--- src/rtl/sequence_game_controller_if.sv ---
// Control/status bundle between the memory-game controller and its datapath.
// master = controller side, slave = datapath side.
interface sequence_game_controller_if;
    logic       iniciar;
    logic       jogada;
    logic       chavesIgualMemoria;
    logic       enderecoIgualLimite;
    logic       fimL;
    logic       zeraC;
    logic       contaC;
    logic       zeraL;
    logic       contaL;
    logic       zeraR;
    logic       registraR;
    logic       pronto;
    logic       acertou;
    logic       errou;
    logic       timeout;
    logic [3:0] db_estado;

    modport master (
        input  iniciar, jogada, chavesIgualMemoria, enderecoIgualLimite, fimL,
        output zeraC, contaC, zeraL, contaL, zeraR, registraR,
        output pronto, acertou, errou, timeout, db_estado
    );

    modport slave (
        output iniciar, jogada, chavesIgualMemoria, enderecoIgualLimite, fimL,
        input  zeraC, contaC, zeraL, contaL, zeraR, registraR,
        input  pronto, acertou, errou, timeout, db_estado
    );
endinterface

--- src/rtl/sequence_game_controller.sv ---
// Moore controller for the round-based memory game: sequences rounds, checks keys, times out idle players.
// Outputs decode from state only; one-cycle state steps, inactivity timeout counted only while waiting for a key.
module sequence_game_controller #(
    parameter int TIMEOUT_CYCLES = 5000
) (
    input  logic                         clock,
    input  logic                         reset,
    sequence_game_controller_if.master   bus
);
    localparam int CW = (TIMEOUT_CYCLES > 1) ? $clog2(TIMEOUT_CYCLES) : 1;
    localparam logic [CW-1:0] CNT_LAST = CW'(TIMEOUT_CYCLES - 1);

    typedef enum logic [3:0] {
        INICIAL       = 4'h0,
        PREPARA       = 4'h1,
        INICIO_RODADA = 4'h2,
        ESPERA        = 4'h3,
        REGISTRA      = 4'h4,
        COMPARA       = 4'h5,
        PROX_JOGADA   = 4'h6,
        PROX_RODADA   = 4'h7,
        FIM_ACERTO    = 4'hA,
        FIM_TIMEOUT   = 4'hD,
        FIM_ERRO      = 4'hE
    } state_e;

    state_e          state_q, state_d;
    logic [CW-1:0]   cnt_q, cnt_d;
    logic            jogada_q;
    logic            play_edge;

    assign play_edge = bus.jogada & ~jogada_q;

    always_ff @(posedge clock or posedge reset) begin
        if (reset) begin
            state_q  <= INICIAL;
            cnt_q    <= '0;
            jogada_q <= 1'b0;
        end else begin
            state_q  <= state_d;
            cnt_q    <= cnt_d;
            jogada_q <= bus.jogada;
        end
    end

    always_comb begin
        state_d = state_q;
        unique case (state_q)
            INICIAL:       if (bus.iniciar) state_d = PREPARA;
            PREPARA:       state_d = INICIO_RODADA;
            INICIO_RODADA: state_d = ESPERA;
            // A key edge wins over a simultaneous timeout.
            ESPERA: begin
                if (play_edge)             state_d = REGISTRA;
                else if (cnt_q == CNT_LAST) state_d = FIM_TIMEOUT;
            end
            REGISTRA:      state_d = COMPARA;
            COMPARA: begin
                if (!bus.chavesIgualMemoria)                  state_d = FIM_ERRO;
                else if (bus.enderecoIgualLimite && bus.fimL) state_d = FIM_ACERTO;
                else if (bus.enderecoIgualLimite)             state_d = PROX_RODADA;
                else                                          state_d = PROX_JOGADA;
            end
            PROX_JOGADA:   state_d = ESPERA;
            PROX_RODADA:   state_d = INICIO_RODADA;
            FIM_ACERTO, FIM_TIMEOUT, FIM_ERRO:
                           if (bus.iniciar) state_d = PREPARA;
            default:       state_d = INICIAL;
        endcase
    end

    // Zero on every cycle outside ESPERA, so each fresh entry starts counting from 0.
    always_comb begin
        cnt_d = '0;
        if (state_q == ESPERA && state_d == ESPERA) cnt_d = cnt_q + CW'(1);
    end

    logic zera_c, conta_c, zera_l, conta_l, zera_r, registra_r;
    logic fim_ok, fim_err, fim_to;

    always_comb begin
        zera_c     = 1'b0;
        conta_c    = 1'b0;
        zera_l     = 1'b0;
        conta_l    = 1'b0;
        zera_r     = 1'b0;
        registra_r = 1'b0;
        fim_ok     = 1'b0;
        fim_err    = 1'b0;
        fim_to     = 1'b0;
        case (state_q)
            PREPARA: begin
                zera_c = 1'b1;
                zera_l = 1'b1;
                zera_r = 1'b1;
            end
            INICIO_RODADA: begin
                zera_c = 1'b1;
                zera_r = 1'b1;
            end
            REGISTRA:    registra_r = 1'b1;
            PROX_JOGADA: conta_c    = 1'b1;
            PROX_RODADA: conta_l    = 1'b1;
            FIM_ACERTO:  fim_ok     = 1'b1;
            FIM_ERRO:    fim_err    = 1'b1;
            FIM_TIMEOUT: fim_to     = 1'b1;
            default: ;
        endcase
    end

    assign bus.zeraC     = zera_c;
    assign bus.contaC    = conta_c;
    assign bus.zeraL     = zera_l;
    assign bus.contaL    = conta_l;
    assign bus.zeraR     = zera_r;
    assign bus.registraR = registra_r;
    assign bus.acertou   = fim_ok;
    assign bus.errou     = fim_err;
    assign bus.timeout   = fim_to;
    assign bus.pronto    = fim_ok | fim_err | fim_to;
    assign bus.db_estado = state_q;

    // Exactly one end-cause flag whenever the game reports finished.
    a_one_cause: assert property (@(posedge clock) disable iff (reset)
        bus.pronto |-> $onehot({bus.acertou, bus.errou, bus.timeout}));
    a_no_cause_idle: assert property (@(posedge clock) disable iff (reset)
        !bus.pronto |-> ({bus.acertou, bus.errou, bus.timeout} == 3'b000));
endmodule
--- src/flat_wrapper.sv ---
// flat-port wrapper written by rule: the top's interface ports become plain ports
module sequence_game_controller_flat 
#(
    parameter int TIMEOUT_CYCLES = 5000
)
  (clock, reset, bus_iniciar, bus_jogada, bus_chavesIgualMemoria, bus_enderecoIgualLimite, bus_fimL, bus_zeraC, bus_contaC, bus_zeraL, bus_contaL, bus_zeraR, bus_registraR, bus_pronto, bus_acertou, bus_errou, bus_timeout, bus_db_estado);
  sequence_game_controller_if bus_i ();
  input  logic clock;
  input  logic reset;
  input wire logic [$bits(bus_i.iniciar)-1:0] bus_iniciar;
  input wire logic [$bits(bus_i.jogada)-1:0] bus_jogada;
  input wire logic [$bits(bus_i.chavesIgualMemoria)-1:0] bus_chavesIgualMemoria;
  input wire logic [$bits(bus_i.enderecoIgualLimite)-1:0] bus_enderecoIgualLimite;
  input wire logic [$bits(bus_i.fimL)-1:0] bus_fimL;
  output wire logic [$bits(bus_i.zeraC)-1:0] bus_zeraC;
  output wire logic [$bits(bus_i.contaC)-1:0] bus_contaC;
  output wire logic [$bits(bus_i.zeraL)-1:0] bus_zeraL;
  output wire logic [$bits(bus_i.contaL)-1:0] bus_contaL;
  output wire logic [$bits(bus_i.zeraR)-1:0] bus_zeraR;
  output wire logic [$bits(bus_i.registraR)-1:0] bus_registraR;
  output wire logic [$bits(bus_i.pronto)-1:0] bus_pronto;
  output wire logic [$bits(bus_i.acertou)-1:0] bus_acertou;
  output wire logic [$bits(bus_i.errou)-1:0] bus_errou;
  output wire logic [$bits(bus_i.timeout)-1:0] bus_timeout;
  output wire logic [$bits(bus_i.db_estado)-1:0] bus_db_estado;
  assign bus_i.iniciar = bus_iniciar;
  assign bus_i.jogada = bus_jogada;
  assign bus_i.chavesIgualMemoria = bus_chavesIgualMemoria;
  assign bus_i.enderecoIgualLimite = bus_enderecoIgualLimite;
  assign bus_i.fimL = bus_fimL;
  assign bus_zeraC = bus_i.zeraC;
  assign bus_contaC = bus_i.contaC;
  assign bus_zeraL = bus_i.zeraL;
  assign bus_contaL = bus_i.contaL;
  assign bus_zeraR = bus_i.zeraR;
  assign bus_registraR = bus_i.registraR;
  assign bus_pronto = bus_i.pronto;
  assign bus_acertou = bus_i.acertou;
  assign bus_errou = bus_i.errou;
  assign bus_timeout = bus_i.timeout;
  assign bus_db_estado = bus_i.db_estado;
  sequence_game_controller #(.TIMEOUT_CYCLES(TIMEOUT_CYCLES)) u_core (.clock(clock), .reset(reset), .bus(bus_i));
endmodule
--- config.mk ---
export PLATFORM = sky130hd
export DESIGN_NAME = sequence_game_controller_flat
export DESIGN_NICKNAME = d
export VERILOG_FILES = /design/src/rtl/sequence_game_controller_if.sv /design/src/rtl/sequence_game_controller.sv /design/src/flat_wrapper.sv
export SDC_FILE = /design/constraint.sdc
export NUM_CORES = 1
export LEC_CHECK = 0
export BUFFER_PORTS_ARGS = -buffer_cell sky130_fd_sc_hd__buf_2
export CAP_MARGIN = 30
export CORE_MARGIN = 2
export CORE_UTILIZATION = 50
export CTS_CLUSTER_SIZE = 25
export DETAILED_ROUTE_END_ITERATION = 6
export PLACE_DENSITY = 0.81
export SLEW_MARGIN = 25
export SYNTH_ARGS = -nofsm -noshare
export SYNTH_HDL_FRONTEND = slang
export SYNTH_SLANG_ARGS = --single-unit
--- constraint.sdc ---
create_clock -name clock -period 2.12 [get_ports clock]
set_input_delay 0.106 -clock clock [delete_from_list [all_inputs] [get_ports clock]]
set_output_delay 0.106 -clock clock [all_outputs]
set_load 0.1 [all_outputs]
==> results.md <==
| Step | Quantity | Reported |
|---|---|---|
| critical path | Launching element type of the critical path | flip-flop |
| min path | Hold path start | bus_chavesIgualMemoria |
| route | Number of vias after detailed routing | 897 |
| floorplanning | Die area | 2440 um2 |
| global route | Initial antenna violation count | 0 |
| cells and area | Fraction of final layout cells with drive strength greater than 1 | 33.3% |
| clock tree | CTS clock-pin slew for the worst setup and hold paths | 90 ps |
| floorplanning | Area of the core | 1940 um2 |
| timing | Final Hold Violating Endpoints | 0 |
| route | Detailed router's first-iteration violation count | 24 |
| global route | GRT overflow | 0 |
| logic synthesis | Synthesized area | 1030 um2 |
| critical path | R2r setup slk | 70 ps |
| route | Post-route DRC violation count | 0 |
| cells and area | Area grow syn2layout | 25.4% |
| critical path | Req. time, crit path | 2350 ps |
| timing | Setup_tns | 0 ps |
| timing | Max transition margin | 55.9% |
| clock tree | Clock tree from TritonCTS | yes |
| cells and area | Commonest non-fill, non-tap cells in the layout | 20 x sky130_fd_sc_hd__buf_2, 18 x sky130_fd_sc_hd__nor2_1, 14 x sky130_fd_sc_hd__dfrtp_1 |
| timing | Worst-case setup margin in the final layout | 67.7 ps |
| floorplanning | Initial standard-cell utilization of the core | 53.0% |
| placed design | Placed instance area | 1240 um2 |
| logic synthesis | Number of enable-type register cells in the synthesized netlist | 0 |
| power and ir drop | VDD IR-drop max | 1.23 mV |
| critical path | Critical Setup Path Class | reg -> reg |
| logic synthesis | Mean Syn Cell Area | 8.72 um2 |
| logic synthesis | Post-synthesis sequential area ratio | 43.8% |
| timing | Tmin final | 2050 ps |
| power and ir drop | Leakage power | 0.555 nW |
| logic synthesis | Number of library cell types mapped by synthesis | 31 |
| timing | Peak Freq | 487 MHz |
| placed design | Worst-case setup slack after placement | 86.3 ps |
| critical path | Data arrival time of the worst path | 2280 ps |
| clock tree | Clock sink count | 18 |
| logic synthesis | Post-Synthesis Cells | 118 |
| global route | First-pass GRT wire length | 3.90 mm |
| status | Outcome | finished, final reports clean |
| logic synthesis | Share of async-settable or async-resettable flops after synthesis | 100% |
| route | Wire per inst | 12.9 um |
| global route | Via count of the first global-routing pass | 921 |
| critical path | Critical-path maximum fanout | 4 |
| clock tree | Clock latency on the worst-skew pair | 290 ps |
| job | Max-capacitance violation count | 0 |
| timing | Max-slew violation count | 0 |
| critical path | Crit path launch | u_core.cnt_q[5]$_DFF_PP0_ |
| cells and area | Number of non-filler instances in the completed layout | 168 |
| placed design | Buffers on Ports | 20 |
| floorplanning | X dimension of the die | 49.4 um |
| cells and area | Commonest non-fill, non-tap cell in the layout | sky130_fd_sc_hd__buf_2 |
| clock tree | H-tree depth reported by CTS | 1 |
| placed design | Half-perimeter wire length after detailed placement | 1.63 mm |
| global route | Total global-route track usage | 20.6% |
| floorplanning | Number of placement rows | 16 |
| cells and area | Utilization of the core after routing | 66.4% |
| cells and area | Antenna diode instance count | 0 |
| min path | Worst min-delay path category | in -> reg |
| floorplanning | Die Ht | 49.4 um |
| clock tree | Num CTS Buffers | 3 |
| power and ir drop | Power density over cell area | 1350 nW/um2 |
| logic synthesis | Yosys warning total | 0 |
| logic synthesis | Synthesized Nets | 126 |
| route | Antenna Nets Post-Route | 0 |
| placed design | Routability Congestion | 0.823 |
| logic synthesis | FF+latch count, synth | 18 |
| route | Total Routed Length | 2.17 mm |
| cells and area | Final design area excluding fillers | 1290 um2 |
| timing | Ratio of final minimum period to clock period | 96.8% |
| timing | Clock skew after layout | 3.73 ps |
| cells and area | Net count of the finished layout | 151 |
| critical path | CP endpoint kind | flip-flop |
| timing | Worst Hold Margin | 154 ps |
| critical path | Critical R2R Launch | u_core.cnt_q[5]$_DFF_PP0_ |
| placed design | Dpl cells | 162 |
| timing | # setup viols final | 0 |
| route | TritonRoute pass-1 iters | 4 |
| clock tree | Clock tree root driver cell | sky130_fd_sc_hd__clkbuf_4 |
| global route | Maximum number of pins on one net before global-route repair | 19 |
| logic synthesis | Top_reg_cell synth | sky130_fd_sc_hd__dfrtp_1 |
| timing | Pin slew with the least headroom to its limit | 661 ps |
| power and ir drop | Overall power after layout | 1.74 mW |
| route | Via density | 5.34 |
| clock tree | Max clock buf depth | 2 |
| floorplanning | Boundary Pins | 21 |
[Yosys cell counts, drive strengths merged (2+ instances only)]
library cell | instances | area [um2]
o21ai | 4 | 20.0
inv | 8 | 30.0
clkbuf | 2 | 7.51
nand3 | 6 | 30.0
nor3 | 7 | 35.0
or4 | 2 | 18.8
a21oi | 4 | 20.0
buf | 4 | 22.5
nor2 | 23 | 86.3
xnor2 | 9 | 78.8
and3 | 2 | 15.0
nand2 | 7 | 26.3
nand4 | 3 | 18.8
nand3b | 2 | 15.0
nand2b | 3 | 18.8
xor2 | 2 | 17.5
dfrtp | 18 | 450
[what timing repair did]
item | CTS | global route
hold buffers | 2 | 0
setup buffers | 0 | 1
gates resized for setup | 0 | 0
setup endpoints to repair | 0 | 1
hold endpoints to repair | 19 | 0
[final timing paths]
kind	end	cells after the start
max	u_core.bus.db_estado[2]$_DFF_PP0_	4
min	u_core.bus.db_estado[3]$_DFF_PP0_	4
max reg2reg	u_core.bus.db_estado[2]$_DFF_PP0_	4
min reg2reg	u_core.cnt_q[0]$_DFF_PP0_	1
max in group asynchronous	u_core.bus.db_estado[1]$_DFF_PP0_	3
min in group asynchronous	u_core.cnt_q[1]$_DFF_PP0_	3
[cell type report]
class / count / area [um2]
timing repair buffer: 26 / 150
fill: 153 / 652
tap: 27 / 33.8
inverter: 8 / 30.0
clock buffer: 3 / 22.5
sequential: 18 / 458
multi-input combinational: 86 / 596
[critical path, stage by stage (launching register included)]
cell                        delay [ps]
sky130_fd_sc_hd__dfrtp_1           430
sky130_fd_sc_hd__or4_1             520
sky130_fd_sc_hd__or4_4             530
sky130_fd_sc_hd__a2111oi_4         380
sky130_fd_sc_hd__a21o_1            130
[state kept, by name, summed over array words and instances, names as in the netlist]
name	count
u_core.cnt_q	13
u_core.bus.db_estado	4
u_core.jogada_q	1
[metal layers]
layer | GRT usage (%) | up-vias | part of all wire, %
li1 | - | 449 | -
met1 | 28.1 | 416 | 45
met2 | 32.4 | 28 | 50
met3 | 4.60 | 4 | 5.1
met4 | 6.67 | 0 | 0.51
met5 | 0 | - | 0
[logic make-up (layout without fill, tap and decap cells)]
kind of cell	Yosys count	after routing	share of synthesized area (%)
AO/OA/AOI/OAI	14	14	10.2
XOR/XNOR	11	11	9.37
adder cells (fa/ha/maj)	2	2	2.19
buffers and inverters	14	37	5.84
flip-flops	18	18	43.8
AND/OR/NAND/NOR	59	59	28.6
[where the power goes]
part / leakage (nW) / switching [mW] / internal, mW
combinational: 0.304 / 0.820 / 0.241
clock: 0.0138 / 0.0934 / 0.0661
sequential: 0.238 / 0.125 / 0.397
total: 0.555 / 1.04 / 0.704
(Power assumes the default switching activity.)
